[config.mk]
export PLATFORM = sky130hd
export DESIGN_NAME = baud_sel_ctrl
export DESIGN_NICKNAME = d
export VERILOG_FILES = /design/src/rtl/baud_sel_ctrl.sv
export SDC_FILE = /design/constraint.sdc
export NUM_CORES = 1
export LEC_CHECK = 0
export ABC_AREA = 1
export CORE_ASPECT_RATIO = 1.4
export CORE_UTILIZATION = 35
export DETAILED_ROUTE_END_ITERATION = 6
export DONT_BUFFER_PORTS = 1
export PLACE_DENSITY_LB_ADDON = 0.25
export SETUP_SLACK_MARGIN = 0.5
export SLEW_MARGIN = 20
export SYNTH_ARGS = -nofsm -noshare
export SYNTH_HDL_FRONTEND = slang
export SYNTH_SLANG_ARGS = --single-unit
[constraint.sdc]
create_clock -name clk -period 2.82 [get_ports clk]
set_input_delay 0.564 -clock clk [delete_from_list [all_inputs] [get_ports clk]]
set_output_delay 0.564 -clock clk [all_outputs]
set_load 0.03 [all_outputs]
[src/rtl/baud_sel_ctrl.sv]
// Baud-rate select controller: auto-baud measurement on a 0x55 sync character or manual
// rate writes, applied while the transmitter is idle. Optional macro: BAUD_SEL_RX_SYNC_EN.
module baud_sel_ctrl #(
    parameter int CNT_W   = 16,
    parameter int MIN_CNT = 434,
    parameter int MAX_CNT = 20834,
    parameter int T_115K2 = 1302,
    parameter int T_57K6  = 2170,
    parameter int T_38K4  = 3906,
    parameter int T_19K2  = 7812
) (
    input  logic       clk,
    input  logic       rst,
    input  logic       rx,
    input  logic       start,
    input  logic       cfg_wr,
    input  logic [2:0] cfg_sel,
    input  logic       tx_busy,
    output logic [2:0] select,
    output logic       gen_rst,
    output logic       busy,
    output logic       locked,
    output logic       err
);

    localparam logic [CNT_W-1:0] MIN_W = CNT_W'(MIN_CNT);
    localparam logic [CNT_W-1:0] MAX_W = CNT_W'(MAX_CNT);
    localparam logic [CNT_W-1:0] T1_W  = CNT_W'(T_115K2);
    localparam logic [CNT_W-1:0] T2_W  = CNT_W'(T_57K6);
    localparam logic [CNT_W-1:0] T3_W  = CNT_W'(T_38K4);
    localparam logic [CNT_W-1:0] T4_W  = CNT_W'(T_19K2);
    localparam logic [CNT_W-1:0] ONE_W = CNT_W'(1);

    typedef enum logic [3:0] {
        S_IDLE      = 4'd0,
        S_WAIT_HIGH = 4'd1,
        S_WAIT_FALL = 4'd2,
        S_LOW1      = 4'd3,
        S_HIGH1     = 4'd4,
        S_LOW2      = 4'd5,
        S_CHECK     = 4'd6,
        S_PEND      = 4'd7,
        S_APPLY     = 4'd8
    } state_t;

    state_t           state_r, state_s;
    logic [CNT_W-1:0] cnt_r, cnt_s, w1_r, w1_s, w2_r, w2_s;
    logic [2:0]       code_r, code_s, select_r, select_s;
    logic             gen_rst_r, gen_rst_s, busy_r, busy_s;
    logic             locked_r, locked_s, err_r, err_s;
    logic             rx_s, timeout_s, cfg_ok_s, check_ok_s;
    logic [3:0]       cls1_s, cls2_s;

    // Map a pulse width to {valid, code}; equality with a threshold falls to the slower code.
    function automatic logic [3:0] classify(input logic [CNT_W-1:0] w);
        logic [3:0] r;
        if ((w < MIN_W) || (w > MAX_W)) begin
            r = 4'b0000;
        end else if (w < T1_W) begin
            r = 4'b1100;
        end else if (w < T2_W) begin
            r = 4'b1011;
        end else if (w < T3_W) begin
            r = 4'b1010;
        end else if (w < T4_W) begin
            r = 4'b1001;
        end else begin
            r = 4'b1000;
        end
        return r;
    endfunction

`ifdef BAUD_SEL_RX_SYNC_EN
    logic [1:0] rx_sync_r;

    // Two-flop synchronizer, idles high like the line itself.
    always_ff @(posedge clk) begin
        if (rst) begin
            rx_sync_r <= 2'b11;
        end else begin
            rx_sync_r <= {rx_sync_r[0], rx};
        end
    end
    assign rx_s = rx_sync_r[1];
`else
    assign rx_s = rx;
`endif

    // Continuing the same level at MAX_CNT would push the count past the limit.
    assign timeout_s  = (cnt_r >= MAX_W);
    assign cfg_ok_s   = (cfg_sel <= 3'b100);
    assign cls1_s     = classify(w1_r);
    assign cls2_s     = classify(w2_r);
    assign check_ok_s = cls1_s[3] && cls2_s[3] && (cls1_s[2:0] == cls2_s[2:0]);

    // State and output registers.
    always_ff @(posedge clk) begin
        if (rst) begin
            state_r   <= S_IDLE;
            cnt_r     <= '0;
            w1_r      <= '0;
            w2_r      <= '0;
            code_r    <= 3'b000;
            select_r  <= 3'b000;
            gen_rst_r <= 1'b0;
            busy_r    <= 1'b0;
            locked_r  <= 1'b0;
            err_r     <= 1'b0;
        end else begin
            state_r   <= state_s;
            cnt_r     <= cnt_s;
            w1_r      <= w1_s;
            w2_r      <= w2_s;
            code_r    <= code_s;
            select_r  <= select_s;
            gen_rst_r <= gen_rst_s;
            busy_r    <= busy_s;
            locked_r  <= locked_s;
            err_r     <= err_s;
        end
    end

    // Next-state logic.
    always_comb begin
        state_s = state_r;
        case (state_r)
            S_IDLE: begin
                if (start) begin
                    state_s = S_WAIT_HIGH;
                end else if (cfg_wr && cfg_ok_s) begin
                    state_s = S_PEND;
                end else begin
                    state_s = S_IDLE;
                end
            end
            S_WAIT_HIGH: state_s = rx_s ? S_WAIT_FALL : S_WAIT_HIGH;
            S_WAIT_FALL: state_s = rx_s ? S_WAIT_FALL : S_LOW1;
            S_LOW1: begin
                if (rx_s) begin
                    state_s = S_HIGH1;
                end else if (timeout_s) begin
                    state_s = S_IDLE;
                end else begin
                    state_s = S_LOW1;
                end
            end
            S_HIGH1: begin
                if (!rx_s) begin
                    state_s = S_LOW2;
                end else if (timeout_s) begin
                    state_s = S_IDLE;
                end else begin
                    state_s = S_HIGH1;
                end
            end
            S_LOW2: begin
                if (rx_s) begin
                    state_s = S_CHECK;
                end else if (timeout_s) begin
                    state_s = S_IDLE;
                end else begin
                    state_s = S_LOW2;
                end
            end
            S_CHECK: state_s = check_ok_s ? S_PEND : S_IDLE;
            S_PEND:  state_s = tx_busy ? S_PEND : S_APPLY;
            S_APPLY: state_s = S_IDLE;
            default: state_s = S_IDLE;
        endcase
    end

    // Datapath and output next values.
    always_comb begin
        cnt_s     = cnt_r;
        w1_s      = w1_r;
        w2_s      = w2_r;
        code_s    = code_r;
        select_s  = select_r;
        gen_rst_s = 1'b0;
        busy_s    = busy_r;
        locked_s  = locked_r;
        err_s     = err_r;
        case (state_r)
            S_IDLE: begin
                if (start) begin
                    busy_s   = 1'b1;
                    locked_s = 1'b0;
                    err_s    = 1'b0;
                end else if (cfg_wr && cfg_ok_s) begin
                    code_s   = cfg_sel;
                    busy_s   = 1'b1;
                    locked_s = 1'b0;
                    err_s    = 1'b0;
                end else if (cfg_wr) begin
                    err_s = 1'b1;
                end else begin
                    err_s = err_r;
                end
            end
            S_WAIT_HIGH: cnt_s = '0;
            S_WAIT_FALL: cnt_s = rx_s ? cnt_r : ONE_W;
            S_LOW1: begin
                if (rx_s) begin
                    w1_s  = cnt_r;
                    cnt_s = ONE_W;
                end else if (timeout_s) begin
                    err_s  = 1'b1;
                    busy_s = 1'b0;
                end else begin
                    cnt_s = cnt_r + ONE_W;
                end
            end
            S_HIGH1: begin
                if (!rx_s) begin
                    cnt_s = ONE_W;
                end else if (timeout_s) begin
                    err_s  = 1'b1;
                    busy_s = 1'b0;
                end else begin
                    cnt_s = cnt_r + ONE_W;
                end
            end
            S_LOW2: begin
                if (rx_s) begin
                    w2_s = cnt_r;
                end else if (timeout_s) begin
                    err_s  = 1'b1;
                    busy_s = 1'b0;
                end else begin
                    cnt_s = cnt_r + ONE_W;
                end
            end
            S_CHECK: begin
                if (check_ok_s) begin
                    code_s = cls1_s[2:0];
                end else begin
                    err_s  = 1'b1;
                    busy_s = 1'b0;
                end
            end
            S_PEND: begin
                if (!tx_busy) begin
                    select_s  = code_r;
                    gen_rst_s = 1'b1;
                end else begin
                    select_s = select_r;
                end
            end
            S_APPLY: begin
                locked_s = 1'b1;
                busy_s   = 1'b0;
            end
            default: begin
                busy_s = 1'b0;
            end
        endcase
    end

    assign select  = select_r;
    assign gen_rst = gen_rst_r;
    assign busy    = busy_r;
    assign locked  = locked_r;
    assign err     = err_r;

endmodule

# Word-level counts from Yosys, hierarchy flattened

Cells that the tools add are included.

Register bits after elaboration: 62
Bits of input ports: 9
Output and inout port bits: 7
Logic and storage cells: 120

Add/subtract/negate cells: 1
$lt $le $gt $ge: 14
Equality and inequality tests: 19
Multiplexer cells: 52
Bitwise logic cells: 3
Reductions and logical operators: 21

Operators with widths:

| cell                                                             | number |
|---|---|
| 2-to-1 mux 16 bit                                                | 5 |
| case mux 16 bit (5 select lines)                                 | 1 |
| less-than comparator 16 x 12 -> 1 bit (second input constant)    | 4 |
| 2-to-1 mux 3 bit                                                 | 13 |
| greater-than comparator 16 x 15 -> 1 bit (second input constant) | 2 |
| less-than comparator 16 x 11 -> 1 bit (second input constant)    | 2 |
| less-than comparator 16 x 13 -> 1 bit (second input constant)    | 2 |
| less-than comparator 16 x 9 -> 1 bit (second input constant)     | 2 |
| case mux 4 bit (8 select lines)                                  | 1 |
| 2-to-1 mux 1 bit                                                 | 19 |
| adder 16 x 1 -> 16 bit (second input constant)                   | 1 |
| == test 4 x 3 -> 1 bit (second input constant)                   | 4 |
| >= comparator 16 x 15 -> 1 bit (second input constant)           | 1 |
| inequality test 2 bit (second input constant)                    | 8 |
| 2-to-1 mux 2 bit                                                 | 6 |
| 2-to-1 mux 4 bit                                                 | 3 |
| AND reduction 5 bit                                              | 2 |
| == test 4 x 2 -> 1 bit (second input constant)                   | 2 |
| AND reduction 2 bit                                              | 4 |
| case mux 3 bit (2 select lines)                                  | 1 |
| case mux 1 bit (5 select lines)                                  | 1 |
| nonzero test 5 bit                                               | 1 |
| == test 4 x 1 -> 1 bit (second input constant)                   | 1 |
| == test 4 bit (second input constant)                            | 1 |
| other kinds (16)                                                 | 23 |

# Depth between registers and ports, before layout

Gate-level depths: netlist (run 1).

Word-level depth: 10
Depth in mapped cells: 16
Depth with buffers taken out: 16

# Worst setup path before layout (run 1)

OpenSTA, ideal clock, no wires.

Path type: input-to-reg
Start point: input rx
End point: register cnt_r[15]
Setup time: 116 ps
Data arrival time: 1,648 ps
Data required time: 2,704 ps
Setup slack: 1,056 ps
Stages: 8
Buffers on the path: 2
Cell sequence: clkbuf_1 > inv_1 > o21ai_2 > inv_1 > nand3_2 > inv_1 > buf_6 > o211a_1

Word-level cells in the longest chain between the ends: 2
Elaborated cells between the ends (all ways): 6
Classes of those cells: eq/ne: 2; mux: 3; reduce/logical: 1

Ends and longest elaborated chain:

| element                                                                 | RTL line | text |
|---|---|---|
| from (decl)                                                             | 14       | `input logic rx,` |
| 2-to-1 mux 16 bit (tied with other cells)                               | 214      | `if (!rx_s) begin` |
| case mux 16 bit (5 select lines) or AND reduction 3 bit (tied branches) | n/a      |  |
| to (signal assigned)                                                    | 111      | `cnt_r <= cnt_s;` |
| to (decl)                                                               | 47       | `logic [CNT_W-1:0] cnt_r, cnt_s, w1_r, w1_s, w2_r, w2_s;` |

Parallel ways exist; a longest one is shown, timed or not.
A chain may end at the register's enable or synchronous reset.

# Worst setup path in the final report (run 1)

Start point: register cnt_r[0]
End point: register cnt_r[12]

Word-level cells in the longest chain between the ends: 4
Elaborated cells between the ends (all ways): 7
Classes of those cells: add/sub: 1; order compare: 1; mux: 5

Ends and longest elaborated chain:

| element                                                                  | RTL line      | text |
|---|---|---|
| adder 16 x 1 -> 16 bit or >= comparator 16 x 15 -> 1 bit (tied branches) | n/a           |  |
| 2-to-1 mux 16 bit *                                                      | 206, 216, 226 |  |
| 2-to-1 mux 16 bit (on tied branches)                                     | 224, 203, 214 |  |
| case mux 16 bit (5 select lines) *                                       | 183           | `case (state_r)` |

Every way passes the cells marked *; elsewhere a longest branch is shown, timed or not. The select of a mux whose other input is x is not followed.

==> results of run 1 <==
-- worst paths after layout --
kind	slack [ns]	cells past startpoint	from	end
max	0.80	13	cnt_r[0]	cnt_r[12]
min	0.30	1	rst	locked
max reg2reg	0.80	13	cnt_r[0]	cnt_r[12]
min reg2reg	0.47	2	w1_r[0]	w1_r[0]
-- state kept, by name (all words and copies together), names as in the netlist --
signal   cells
cnt_r       16
w1_r        16
w2_r        16
state_r      4
code_r       3
select       3
busy         1
err          1
gen_rst      1
locked       1
-- layout make-up --
class	count	area, um2	share of cell area, %
multi-input combinational	423	2081	50.81
sequential	62	1241	30.31
inverter	81	306.5	7.485
clock buffer	12	246.5	6.019
tap	138	172.7	4.216
timing repair buffer	5	37.54	0.9166
clock inverter	2	10.01	0.2444
-- cell usage after synthesis, types with 2 or more instances --
library cell	instances	area (um2)
or2_2	2	12.51
nor2_2	3	18.77
o21ai_1	2	10.01
nand2_2	4	25.02
nor4_1	2	12.51
inv_1	75	281.5
nand3_1	38	190.2
o31ai_1	2	15.01
nor3_1	14	70.07
dfxtp_1	62	1241
nor2_1	66	247.7
a21oi_1	61	305.3
nand3_2	5	50.05
nand2_1	128	480.5
nor2_4	6	67.56
nand2_4	4	45.04
o21ai_0	50	250.2
nand4_1	13	81.33
ha_1	2	25.02
a31oi_1	3	18.77
o211ai_1	3	22.52
clkbuf_1	12	45.04
inv_2	5	18.77
o21bai_1	2	15.01
-- logic make-up (layout without fill, tap and decap cells) --
group | after synthesis | in the layout | synth area share (%)
flip-flops | 62 | 62 | 33.57
AO/OA/AOI/OAI | 133 | 133 | 19.76
buffers and inverters | 96 | 100 | 10.15
AND/OR/NAND/NOR | 288 | 288 | 35.84
adder cells (fa/ha/maj) | 2 | 2 | 0.6767
-- power groups by stage --
stage	clock [uW]	combinational (uW)	sequential [uW]
after floorplan	0	445	1010
after global placement	0	537	1020
after detailed placement	0	539	1020
after CTS	994	542	1000
after global routing	1030	619	1010
final	974	548	1000
-- layer usage --
metal  GRT usage [%]  part of all wire, %
met5               0                    0
met4           12.70                  4.4
met3           4.109                  4.6
met2           33.37                   48
met1           23.82                   43
-- through the flow --
step	cell area (um2)	total power [uW]	hold WS (ns)
3_3_place_gp	3839	1559	0.4635
3_5_place_dp	3839	1561	0.4651
6_report	4095	2527	0.2974
5_1_grt	4095	2660	0.2902
2_1_floorplan	3697	1453	0.4411
4_1_cts	4095	2540	0.2870
==> impl_metrics.yaml, run 1 <==
setup_path:
  crit_slowest_cell: "dfxtp_1"
  startpoint_type: "register"
  crit_type: "reg2reg"
  end_kind: "register"
  cp_max_fo: 10
  max_stage_delay_ns: 0.41
  critPathTopFamily: "simple AND/OR/NAND/NOR gates"
  cp_common_cell: "nand3_1"
  critPathRequiredTime_ns: 3.08
  crit_buf_inv: 3
  crit_arrival_ns: 2.27
  worstPathCellList: "inv_1, ha_1, inv_1, nand4_1, nand3_1, nand3_1, nand3_1, nand2_2, inv_1, nand3b_1, o21bai_1, nand3_1, a21oi_1"
logic_synthesis:
  ys_seq_area_share_pct: 33.57
  synth-edff-count: 0
  ys.flop_type: "dfxtp_1"
  syn_inst: 581
  syn_nets: 592
  syn_area_per_cell_um2: 6.364
  syn_area_um2: 3697
  synth-async-reset-ratio_pct: 0
  synth_warnings: 0
  synth_cell_types: 41
  ys_ff_latch: 62
timing:
  tightest_slew_ns: 0.6582
  rsz0062_at_grt: "no"
  setup_ws_ns: 0.8036
  hold_viol: 0
  max_slew_margin_pct: 56.07
  clock_skew_ns: 0.006246
  post-route-period-util_pct: 71.50
  setup-violations-final: 0
  maxSlewViolCount: 0
  setup_total_negative_slack_ns: 0
  max_freq_ghz: 0.4959
  post-route-min-period_ns: 2.016
finish:
  nets: 593
  final_common_cell: "nand2_1"
  fill_cells: 1135
  final_util_pct: 39.57
  antenna_cells: 0
  layout.cells.non_filler: 723
  layout-drive-gt1-share_pct: 9.060
  layout_common_cells: "nand2_1, inv_1, nor2_1"
  syn_to_final_growth_pct: 10.76
clock_tree:
  cts_buffers: 9
  post_cts_resized: 0
  clk_latency_ns: 0.33
  hold_buffers: 0
  clock-sinks: 62
  clk_pin_slew_ns: 0.05
  cts_root_buf: "clkbuf_16"
  htreeDepth: 3
  tritoncts: "done"
  postCtsSetupBuffers: 0
  cts_max_path_buffers: 2
placement:
  pre_cts_slack_ns: 0.8251
  port_buffers: 0
  hpwl_mm: 7.626
  gp_congestion: 0.9437
  dp.cells: 709
die:
  fp.dieH_um: 123.6
  pin_count: 16
  coreArea_um2: 10350
  rows: 44
  dieWidth_um: 88.87
  dieArea_um2: 10980
  start_util_pct: 35.72
power_and_ir_drop:
  pwr-share-seq_pct: 39.7
  p_sw_uw: 812.8
  powerDensity_nw_per_um2: 617.0
  power_leakage_uw: 0.001694
  p_clk_share_pct: 38.6
  netSwitchingFraction_pct: 32.16
  peakVddDrop_v: 0.0004078
  combPwrFrac_pct: 21.7
  p_int_uw: 1714
global_routing:
  grt_pass1_vias: 3566
  grt_max_degree: 33
  track_usage_pct: 20.26
  gr-total-overflow: 0
  grt_antenna_before_repair: 0
  grt_first_pass_wirelength_mm: 16.76
drt:
  wl_mm: 10.21
  wl_per_cell_um: 14.12
  drc: 0
  first_pass_iters: 5
  postRouteAntennaNets: 0
  drt-vias-per-instance: 5.119
  vias: 3701
  drt_iter0_drc: 265
outcome:
  status: "finished clean"
flow_run:
  drv_cap: 0
hold_path:
  holdCritPathClass: "in2reg"
Power figures use the tool's default switching activity.
==> run 2, diff against run 1 <==
- clock period: 2.82 -> 1.8 ns (I/O delays scaled with it)
==> run 2 against run 1 <==
- the run now ends with setup timing left
- critical endpoint is now code_r[1]
- clock power increased by 64%
- maximum frequency increased by 9.3%
- sequential cell count unchanged
==> impl_metrics.yaml, run 2 (synthesis results as in run 1) <==
setup_path:
  reg2reg_slack_ns: -0.04
  cp-endpoint: "code_r[1]"
  timing.rr.start: "w1_r[14]"
  worstPathCellList: "nor2_4, nand3_4, o21bai_2, buf_4, buf_4, buf_4, o31ai_2, inv_1, nand3_2, nand2_1, nor2_1"
  r2r_cells: 11
  cp_common_cell: "buf_4"
  r2r_end: "code_r[1]"
  crit_slowest_cell: "dfxtp_2"
  end_kind: "register"
  crit_arrival_ns: 2.11
  startpoint_type: "register"
  max_stage_delay_ns: 0.34
  worstSetupStartpoint: "w1_r[14]"
  cp_max_fo: 6
  crit_type: "reg2reg"
  critPathRequiredTime_ns: 2.07
outcome:
  status: "finished, violations left"
  violations: "setup timing"
global_routing:
  grt_first_pass_wirelength_mm: 18.04
  gr-total-overflow: 0
  grt_pass1_vias: 3905
  grt_antenna_before_repair: 0
  grt_max_degree: 40
  track_usage_pct: 21.77
drt:
  first_pass_iters: 5
  wl_per_cell_um: 15.25
  drc: 0
  wl_mm: 12.14
  postRouteAntennaNets: 0
  vias: 4136
  drt-vias-per-instance: 5.196
  drt_iter0_drc: 168
finish:
  syn_to_final_growth_pct: 46.84
  final_common_cell: "nand2_1"
  layout.cells.non_filler: 796
  nets: 664
  final_util_pct: 52.45
  layout_common_cells: "nand2_1, inv_1, buf_4"
  layout-drive-gt1-share_pct: 43.16
  fill_cells: 983
  stdcell_area_um2: 5429
  reg.largest.list: "cnt_r (16), w1_r (16), w2_r (16)"
  antenna_cells: 0
power_and_ir_drop:
  powerDensity_nw_per_um2: 842.5
  power_leakage_uw: 0.002234
  peakVddDrop_v: 0.0004388
placement:
  hpwl_mm: 8.018
  gp_congestion: 0.9310
  port_buffers: 0
  pre_cts_slack_ns: -0.05416
  place_area_um2: 4170
  dp.cells: 737
timing:
  clock_skew_ns: 0.005766
  setup_ws_ns: -0.04459
  rsz0062_at_grt: "yes"
  post-route-min-period_ns: 1.845
  tightest_slew_ns: 0.4513
  setup-violations-final: 4
  max_freq_ghz: 0.5421
  maxSlewViolCount: 0
  hold_viol: 0
  setup_total_negative_slack_ns: -0.07288
  post-route-period-util_pct: 102.5
  max_slew_margin_pct: 69.91
die:
  rows: 44
  fp.dieH_um: 123.6
  coreArea_um2: 10350
  pin_count: 16
  dieArea_um2: 10980
  dieWidth_um: 88.87
  start_util_pct: 35.72
clock_tree:
  hold_buffers: 0
  clk_latency_ns: 0.34
  tritoncts: "done"
  clock-sinks: 62
  cts_max_path_buffers: 2
  clk_pin_slew_ns: 0.06
  htreeDepth: 3
  cts_buffers: 9
  cts_root_buf: "clkbuf_16"
flow_run:
  drv_cap: 0
hold_path:
  holdCritPathClass: "in2reg"
run 2: changes by cell type in the layout (fill, tap and decap cells not counted), moves of 19 or more:
cell,before,now
inv_1,75,56
a21oi_2,1,27
nand2_1,128,102
o21ai_1,2,24
a21oi_1,61,35
o21ai_0,50,12
nand2_2,4,24
nor2_1,66,44
dfxtp_1,62,35
dfxtp_2,0,20
buf_4,5,56
run 2: where the power goes:
group	total (uW)	switching [uW]	internal (uW)
clock	1600	639	961
sequential	1590	126	1460
combinational	1390	787	601
run 2: worst min path at each step:
stage | from | end | depth (start not counted)
after detailed placement | rst | w2_r[5] | 1
after global routing | rst | w2_r[5] | 1
after global placement | rst | state_r[3] | 1
after floorplan | w2_r[0] | w2_r[0] | 2
after CTS | rst | w2_r[5] | 1
final | rst | cnt_r[0] | 1
run 2: through the flow:
step	hold slack [ns]	total power [uW]
finish	0.07746	4574
global placement	0.4289	2586
detailed placement	0.4294	2595
floorplan	0.4411	2333
CTS	0.07800	4401
global route	0.08103	4781
run 2: cell type report:
type | count | area [um2] | share of cell area [%]
Clock buffer | 12 | 246.5 | 4.540
Clock inverter | 4 | 22.52 | 0.4148
Inverter | 81 | 324.1 | 5.969
Multi-Input combinational cell | 423 | 2649 | 48.79
Sequential cell | 62 | 1292 | 23.81
Tap cell | 138 | 172.7 | 3.180
Timing Repair Buffer | 75 | 714.4 | 13.16
Timing Repair inverter | 1 | 7.507 | 0.1383
run 2: what timing repair did:
| action | 4_1_cts | 5_1_grt |
|---|---|---|
| gates resized for setup | 99 | 116 |
| setup buffers | 24 | 16 |
| cloned | 3 | 0 |
| pin swaps | 39 | 65 |
| endpoints found under the setup margin | 61 | 60 |
run 2: routing by layer:
metal / share of wire, % / track usage [%] / routed length, um
met1: 40 / 24.42 / 4900
met2: 54 / 38.94 / 6517
met4: 3.3 / 12.20 / 399
met5: 0 / 0 / 0
met3: 2.6 / 2.982 / 319
run 2: critical path: cells and delay by family, from the launching register on:
kind,cells,cell delay [ns]
and+or+nand+nor,5,0.52
buffers and inverters,4,0.46
AOI/OAI and AO/OA,2,0.45
DFF,1,0.34
